### src/rtl/lc3_mmio_int_ctl_pkg.sv
// lc3_mmio_int_ctl_pkg: shared LC-3 I/O address map, read-mux select codes and interrupt vectors
package lc3_mmio_int_ctl_pkg;
   localparam logic [15:0] KBSR_ADDR   = 16'hFE00;
   localparam logic [15:0] KBDR_ADDR   = 16'hFE02;
   localparam logic [15:0] DSR_ADDR    = 16'hFE04;
   localparam logic [15:0] DDR_ADDR    = 16'hFE06;
   localparam logic [15:0] SWR_ADDR    = 16'hFE08;
   localparam logic [15:0] SDAER_ADDR  = 16'hFE0A;
   localparam logic [15:0] SDADR_ADDR  = 16'hFE0C;
   localparam logic [15:0] SDA_ADDR    = 16'hFE0E;
   localparam logic [15:0] SCLER_ADDR  = 16'hFE10;
   localparam logic [15:0] SCL_ADDR    = 16'hFE12;
   localparam logic [15:0] UARTSR_ADDR = 16'hFE14;
   localparam logic [15:0] UARTDR_ADDR = 16'hFE16;
   localparam logic [3:0] SEL_MEM    = 4'd0;
   localparam logic [3:0] SEL_KBSR   = 4'd1;
   localparam logic [3:0] SEL_KBDR   = 4'd2;
   localparam logic [3:0] SEL_DSR    = 4'd3;
   localparam logic [3:0] SEL_SWR    = 4'd4;
   localparam logic [3:0] SEL_SDAER  = 4'd5;
   localparam logic [3:0] SEL_SDADR  = 4'd6;
   localparam logic [3:0] SEL_SDA    = 4'd7;
   localparam logic [3:0] SEL_SCLER  = 4'd8;
   localparam logic [3:0] SEL_SCL    = 4'd9;
   localparam logic [3:0] SEL_UARTSR = 4'd10;
   localparam logic [3:0] SEL_NONE   = 4'hF;
   localparam logic [7:0] VEC_NONE = 8'h00;
   localparam logic [7:0] VEC_KB   = 8'h80;
   localparam logic [7:0] VEC_DSP  = 8'h81;
   localparam logic [7:0] VEC_UART = 8'h82;
   localparam logic [7:0] VEC_PRIV = 8'h00;
   localparam logic [7:0] VEC_ILL  = 8'h01;
   localparam logic [7:0] VEC_RSVD = 8'h02;
   typedef enum logic [1:0] {VSRC_INT, VSRC_PRIV, VSRC_ILL, VSRC_RSVD} vsrc_e;
endpackage

### src/rtl/lc3_mmio_int_ctl_arbiter.sv
// lc3_int_arbiter: combinational interrupt request/priority/vector; UART joins only with LC3_UART_INT_EN
module lc3_int_arbiter
   import lc3_mmio_int_ctl_pkg::*;
#(
   parameter int KB_PL   = 4,
   parameter int DSP_PL  = 3,
   parameter int UART_PL = 2
) (
   input  logic [1:0] kb_st,
   input  logic [1:0] dsr_st,
   input  logic [1:0] uart_st,
   output logic [2:0] int_priority,
   output logic [7:0] int_vector
);
   logic kb_req, dsp_req, uart_req;
   assign kb_req  = &kb_st;
   assign dsp_req = &dsr_st;
`ifdef LC3_UART_INT_EN
   assign uart_req = &uart_st;
`else
   logic unused_uart;
   assign uart_req    = 1'b0;
   assign unused_uart = &uart_st;
`endif
   // Higher-ranked sources are evaluated last and win ties with >=
   always_comb begin
      int_priority = 3'd0;
      int_vector   = VEC_NONE;
      if (uart_req) begin
         int_priority = 3'(UART_PL);
         int_vector   = VEC_UART;
      end
      if (dsp_req && 3'(DSP_PL) >= int_priority) begin
         int_priority = 3'(DSP_PL);
         int_vector   = VEC_DSP;
      end
      if (kb_req && 3'(KB_PL) >= int_priority) begin
         int_priority = 3'(KB_PL);
         int_vector   = VEC_KB;
      end
   end
endmodule

### src/rtl/lc3_mmio_int_ctl.sv
// lc3_mmio_int_ctl: LC-3 MMIO address decode, interrupt arbitration and vector register
// Optional LC3_UART_INT_EN lets the UART take part in interrupt arbitration.
module lc3_mmio_int_ctl
   import lc3_mmio_int_ctl_pkg::*;
#(
   parameter int KB_PL   = 4,
   parameter int DSP_PL  = 3,
   parameter int UART_PL = 2
) (
   input  logic        clk,
   input  logic        rst_n,
   input  logic [15:0] mar,
   input  logic        r_w,
   input  logic        mio_en,
   output logic [3:0]  inmux_sel,
   output logic        mem_en,
   output logic        ld_kbsr,
   output logic        ld_ddr,
   output logic        ld_dsr,
   output logic        ld_sdaer,
   output logic        ld_sdadr,
   output logic        ld_scler,
   output logic        ld_uartdr,
   output logic        ld_uartsr,
   input  logic [15:0] kbsr,
   input  logic [15:0] dsr,
   input  logic [15:0] uartsr,
   input  logic [1:0]  vector_mux,
   input  logic        ld_vector,
   output logic [7:0]  vector,
   output logic [2:0]  int_priority
);
   logic       wr, unused_status;
   logic [7:0] int_vector, vec_next;
   vsrc_e      vsrc;
   assign wr            = mio_en & r_w;
   assign mem_en        = mio_en & (mar < KBSR_ADDR);
   assign ld_kbsr       = wr & (mar == KBSR_ADDR);
   assign ld_dsr        = wr & (mar == DSR_ADDR);
   assign ld_ddr        = wr & (mar == DDR_ADDR);
   assign ld_sdaer      = wr & (mar == SDAER_ADDR);
   assign ld_sdadr      = wr & (mar == SDADR_ADDR);
   assign ld_scler      = wr & (mar == SCLER_ADDR);
   assign ld_uartsr     = wr & (mar == UARTSR_ADDR);
   assign ld_uartdr     = wr & (mar == UARTDR_ADDR);
   assign unused_status = ^{kbsr[13:0], dsr[13:0], uartsr[13:0]};
   always_comb begin
      inmux_sel = (mar < KBSR_ADDR) ? SEL_MEM : SEL_NONE;
      case (mar)
         KBSR_ADDR:   inmux_sel = SEL_KBSR;
         KBDR_ADDR:   inmux_sel = SEL_KBDR;
         DSR_ADDR:    inmux_sel = SEL_DSR;
         SWR_ADDR:    inmux_sel = SEL_SWR;
         SDAER_ADDR:  inmux_sel = SEL_SDAER;
         SDADR_ADDR:  inmux_sel = SEL_SDADR;
         SDA_ADDR:    inmux_sel = SEL_SDA;
         SCLER_ADDR:  inmux_sel = SEL_SCLER;
         SCL_ADDR:    inmux_sel = SEL_SCL;
         UARTSR_ADDR: inmux_sel = SEL_UARTSR;
         default:     ;
      endcase
   end
   lc3_int_arbiter #(.KB_PL(KB_PL), .DSP_PL(DSP_PL), .UART_PL(UART_PL)) u_arb (
      .kb_st       (kbsr[15:14]),
      .dsr_st      (dsr[15:14]),
      .uart_st     (uartsr[15:14]),
      .int_priority(int_priority),
      .int_vector  (int_vector)
   );
   assign vsrc     = vsrc_e'(vector_mux);
   assign vec_next = vsrc == VSRC_INT  ? int_vector :
                     vsrc == VSRC_PRIV ? VEC_PRIV :
                     vsrc == VSRC_ILL  ? VEC_ILL : VEC_RSVD;
   always_ff @(posedge clk or negedge rst_n)
      if (!rst_n)
         vector <= VEC_NONE;
      else if (ld_vector)
         vector <= vec_next;
endmodule

### config.mk
export PLATFORM = sky130hd
export DESIGN_NAME = lc3_mmio_int_ctl
export DESIGN_NICKNAME = d
export VERILOG_FILES = /design/src/rtl/lc3_mmio_int_ctl_pkg.sv /design/src/rtl/lc3_mmio_int_ctl_arbiter.sv /design/src/rtl/lc3_mmio_int_ctl.sv
export SDC_FILE = /design/constraint.sdc
export NUM_CORES = 1
export LEC_CHECK = 0
export CAP_MARGIN = 20
export CORE_MARGIN = 4
export CORE_UTILIZATION = 20
export DETAILED_ROUTE_END_ITERATION = 10
export PLACE_DENSITY_LB_ADDON = 0.05
export SETUP_SLACK_MARGIN = 0.4
export SKIP_CTS_REPAIR_TIMING = 1
export SYNTH_ARGS = -nofsm -noshare
export SYNTH_HDL_FRONTEND = slang
export SYNTH_SLANG_ARGS = --single-unit
### constraint.sdc
create_clock -name clk -period 3 [get_ports clk]
set_clock_uncertainty 0.2 [all_clocks]
set_input_delay 0.45 -clock clk [delete_from_list [all_inputs] [get_ports clk]]
set_output_delay 0.45 -clock clk [all_outputs]
set_load 0.02 [all_outputs]
* Yosys cells after proc, flatten, opt, wreduce, memory -nomap -nowiden
Index checks and enable logic that the tools add are counted.
** Operators by class
- $add $sub $neg :: 0
- Multiply operators :: 0
- Div/mod/pow operators :: 0
- Order comparisons :: 2
- Equal/unequal tests :: 14
- Shift operators :: 0
- Multiplexer cells :: 9
- Bitwise logic cells :: 10
- Reductions and logical operators :: 4
** Operators by type and width (count)
- $eq 16x16->1 const B :: 12
- $pmux 4 s10 :: 1
- $mux 8 :: 3
- $lt 16x16->1 const B :: 1
- $and 1x1->1 :: 10
- $mux 2 :: 3
- $mux 4 :: 1
- $reduce_and 2->1 :: 2
- $ge 3x3->1 const A :: 1
- $mux 3 :: 1
- $eq 2x1->1 const B :: 1
- $eq 2x2->1 const B :: 1
- $logic_not 2->1 :: 1
- $logic_and 1x1->1 :: 1
** Storage, ports and cells
- Register bits after elaboration :: 8
- Latch bits :: 0
- Bits in writable memories :: 0
- ROM bits :: 0
- Word-level logic and storage cells :: 40
- Memories :: 0

* Longest topological paths before layout
- Depth in word-level cells :: 6
- Gate-level depth with buffers :: 4

* Hierarchy
A second synthesis with hierarchy kept.
** Unflattened totals
- Cells, all modules :: 98
- Area, all modules :: 728.2 µm²
** By module, submodules not included
- lc3_mmio_int_ctl :: instances 1, cells each 84, area an instance 626.9 µm²
- lc3_int_arbiter :: instances 1, cells each 14, area an instance 101.3 µm²

* Least setup slack after synthesis
OpenSTA, ideal clock, no wires.
- Path kind :: input to output
- Start :: input mar[0]
- End :: output ld_uartdr
- Arrival :: 1.655 ns
- Data required time :: 2.350 ns
- Path slack :: 0.695 ns
- Stages :: 3
- Buffers on the path :: 0
- Path through :: or4_4 -> nor3b_2 -> nor4b_2
** Between the ends
- Longest elaborated chain between the ends :: 2
** Ends and longest elaborated chain
- from (decl) :: RTL line lc3_mmio_int_ctl.sv:12 : input logic [15:0] mar,
- $eq 16x16->1 :: RTL line lc3_mmio_int_ctl.sv:45 : assign ld_uartdr = wr & (mar == UARTDR_ADDR);
- $and 1x1->1 :: RTL line lc3_mmio_int_ctl.sv:45
- to (decl) :: RTL line lc3_mmio_int_ctl.sv:23 : output logic ld_uartdr,
No other way between the ends.

* Final worst setup path
- Start :: input mar[15]
- End :: output ld_uartdr
Same word-level chain as after synthesis.

==> flow_metrics.env <==
export IMPL_outcome="finished clean"
export IMPL_crit_path_max_fanout=8
export IMPL_rr_startpoint="vector[1]"
export IMPL_fin_crit_ns=2.56
export IMPL_synth_seq_cells=3
export IMPL_first_pass_iters=2
export IMPL_rsz0062_at_grt="yes"
export IMPL_final_setup_viol_count=0
export IMPL_drt_total_wl_um=1620
export IMPL_wl_met3_um=164
export IMPL_grt_pass1_vias=565
export IMPL_drv_cap=0
export IMPL_num_io_pins=95
export IMPL_vias=601
export IMPL_async_flop_share_pct=100
export IMPL_grt_overflow_total=0
export IMPL_place_gp_congestion=0.763
export IMPL_max_freq_mhz=391
export IMPL_slew_viol_final=0
export IMPL_drt_iter0_markers=1
export IMPL_crit_path_start="mar[15]"
export IMPL_initial_utilization_pct=20.8
export IMPL_n_fill_cell=230
export IMPL_post_place_cells=133
export IMPL_hp_class="in2async"
export IMPL_yosysUniqueCellTypes=32
export IMPL_dieArea_mm2=0.00310
export IMPL_fp_dieH_um=55.7
export IMPL_met1Wirelength_um=668
export IMPL_cts_path_max_buffers=2
export IMPL_powerDensity_mw_per_mm2=210
export IMPL_grt_max_degree=9
export IMPL_h_tree_depth=1
export IMPL_fp_dieW_um=55.7
export IMPL_yosysSeqAreaShare_pct=16.5
export IMPL_drc_errors=0
export IMPL_hpwl_um=1380
export IMPL_cts_sinks=3
export IMPL_num_rows=17
export IMPL_synth_warnings=0
export IMPL_clk_latency_ns=0.23
export IMPL_worstSetupEndpointType="output pin"
export IMPL_cts_clk_slew_worst_paths_ns=0.04
export IMPL_top_regs="vector: 3 flops"
export IMPL_largest_register="vector"
export IMPL_ant_nets=0
export IMPL_synth_ff_type="dfrtp_1"
export IMPL_wl_per_cell_um=11.7
export IMPL_post_route_period_util_pct=85.3
export IMPL_placed_area_um2=945
export IMPL_grt_pass1_wl_um=2450
export IMPL_largest_reg_flops=3
export IMPL_area_delta_synth_final_pct=115
export IMPL_final_common_cell="clkdlybuf4s50_1"
export IMPL_ir_drop_mv=0.273
export IMPL_finalPower_uw=206
export IMPL_antenna_found_initial=0
export IMPL_crit_path_start_kind="input port"
export IMPL_track_usage_pct=10.0
export IMPL_final_area_um2=980
export IMPL_synth_edf_count=0
export IMPL_hold_violations=0
export IMPL_cts_tree="yes"
export IMPL_root_buffer="clkbuf_4"
export IMPL_layout_drive_gt1_share_pct=25.5
export IMPL_nNetsFinal=182
export IMPL_final_cell_mix="clkdlybuf4s50_1 (28), dlymetal6s2s_1 (10), buf_4 (9), nand2_1 (6), conb_1 (5)"
export IMPL_worstPathRequired_ns=2.35
export IMPL_coreArea_mm2=0.00219
export IMPL_diodes=0
export IMPL_port_buffers=45
export IMPL_netlist_area_um2=455
export IMPL_syn_area_per_cell_um2=7.85
export IMPL_arrival_ns=1.91
export IMPL_stdcell_count=138
export IMPL_crit_type="in2out"
export IMPL_top_layer="met4"
export IMPL_syn_inst=58
export IMPL_vias_per_cell=4.36
export IMPL_route_met2_wl_um=763
export IMPL_leakage_nw=0.542
export IMPL_numCtsBuffers=3
[worst paths after layout]
| path | end | slack [ns] | cells after the start |
|---|---|---|---|
| setup / recovery | ld_uartdr | 0.44 | 5 |
| hold / removal | vector[1] | 0.19 | 1 |
| setup reg to reg | vector[1] | 2.17 | 2 |
| hold reg to reg | vector[7] | 0.28 | 2 |
| max in group asynchronous | vector[7] | 2.27 | 1 |
| min in group clk | vector[7] | 0.28 | 2 |
[per-layer routing]
layer / global-route usage [%] / up-vias
met1: 11.0 / 259
met5: 0 / -
met3: 3.25 / 2
li1: - / 310
met2: 16.6 / 30
met4: 6.25 / 0
[cells in the mapped netlist (2+ instances only)]
| cell | number | share of area (%) |
|---|---|---|
| and3_2 | 2 | 3.3 |
| nor4b_2 | 2 | 6.6 |
| a21oi_1 | 4 | 4.4 |
| o21ai_0 | 2 | 2.2 |
| and2_1 | 2 | 2.7 |
| nor2_1 | 3 | 2.5 |
| a41oi_1 | 2 | 3.8 |
| nand3_1 | 2 | 2.2 |
| and3_1 | 2 | 2.7 |
| inv_1 | 2 | 1.6 |
| nand2_1 | 6 | 4.9 |
| dfrtp_1 | 3 | 16 |
| buf_4 | 7 | 12 |
[kinds of logic after synthesis]
family	count (synthesis)	synth area share, %
and+or+nand+nor	31	48.9
AOI/OAI and AO/OA	13	19.8
buffers and inverters	10	14.0
DFF	3	16.5
other	1	0.823
[critical path, cell delays in order]
cell and delay, ns:
clkdlybuf4s50_1 0.45, nand4_1 0.11, or2_2 0.39, nor4b_2 0.32, buf_4 0.19
[area by class of cell]
| type | instances | area (µm²) | share of cell area, % |
|---|---|---|---|
| clock buffers | 4 | 26.3 | 2.68 |
| inverters | 2 | 7.51 | 0.766 |
| multi-input cells | 49 | 332 | 33.8 |
| flip-flops and latches | 3 | 75.1 | 7.66 |
| well taps | 28 | 35.0 | 3.58 |
| repair buffers | 52 | 504 | 51.5 |
[power breakdown]
part / total [mW] / internal, mW / switching [mW]
clock network: 0.0701 / 0.0498 / 0.0204
registers: 0.0451 / 0.0437 / 0.00132
logic: 0.0909 / 0.0520 / 0.0389
total: 0.206 / 0.146 / 0.0605
[metrics by stage]
step	hold WS (ns)	utilization, %	TNS (ns)	setup slack, ns
detailed placement	0.278	43.1	-1.37	-0.241
CTS	0.190	44.3	-1.37	-0.242
floorplan	-0.0456	-	0	0.695
finish	0.195	44.7	0	0.440
global placement	0.286	43.1	-1.29	-0.219
global route	0.179	44.7	0	0.392
No activity file was read; power rests on OpenSTA's default activity.
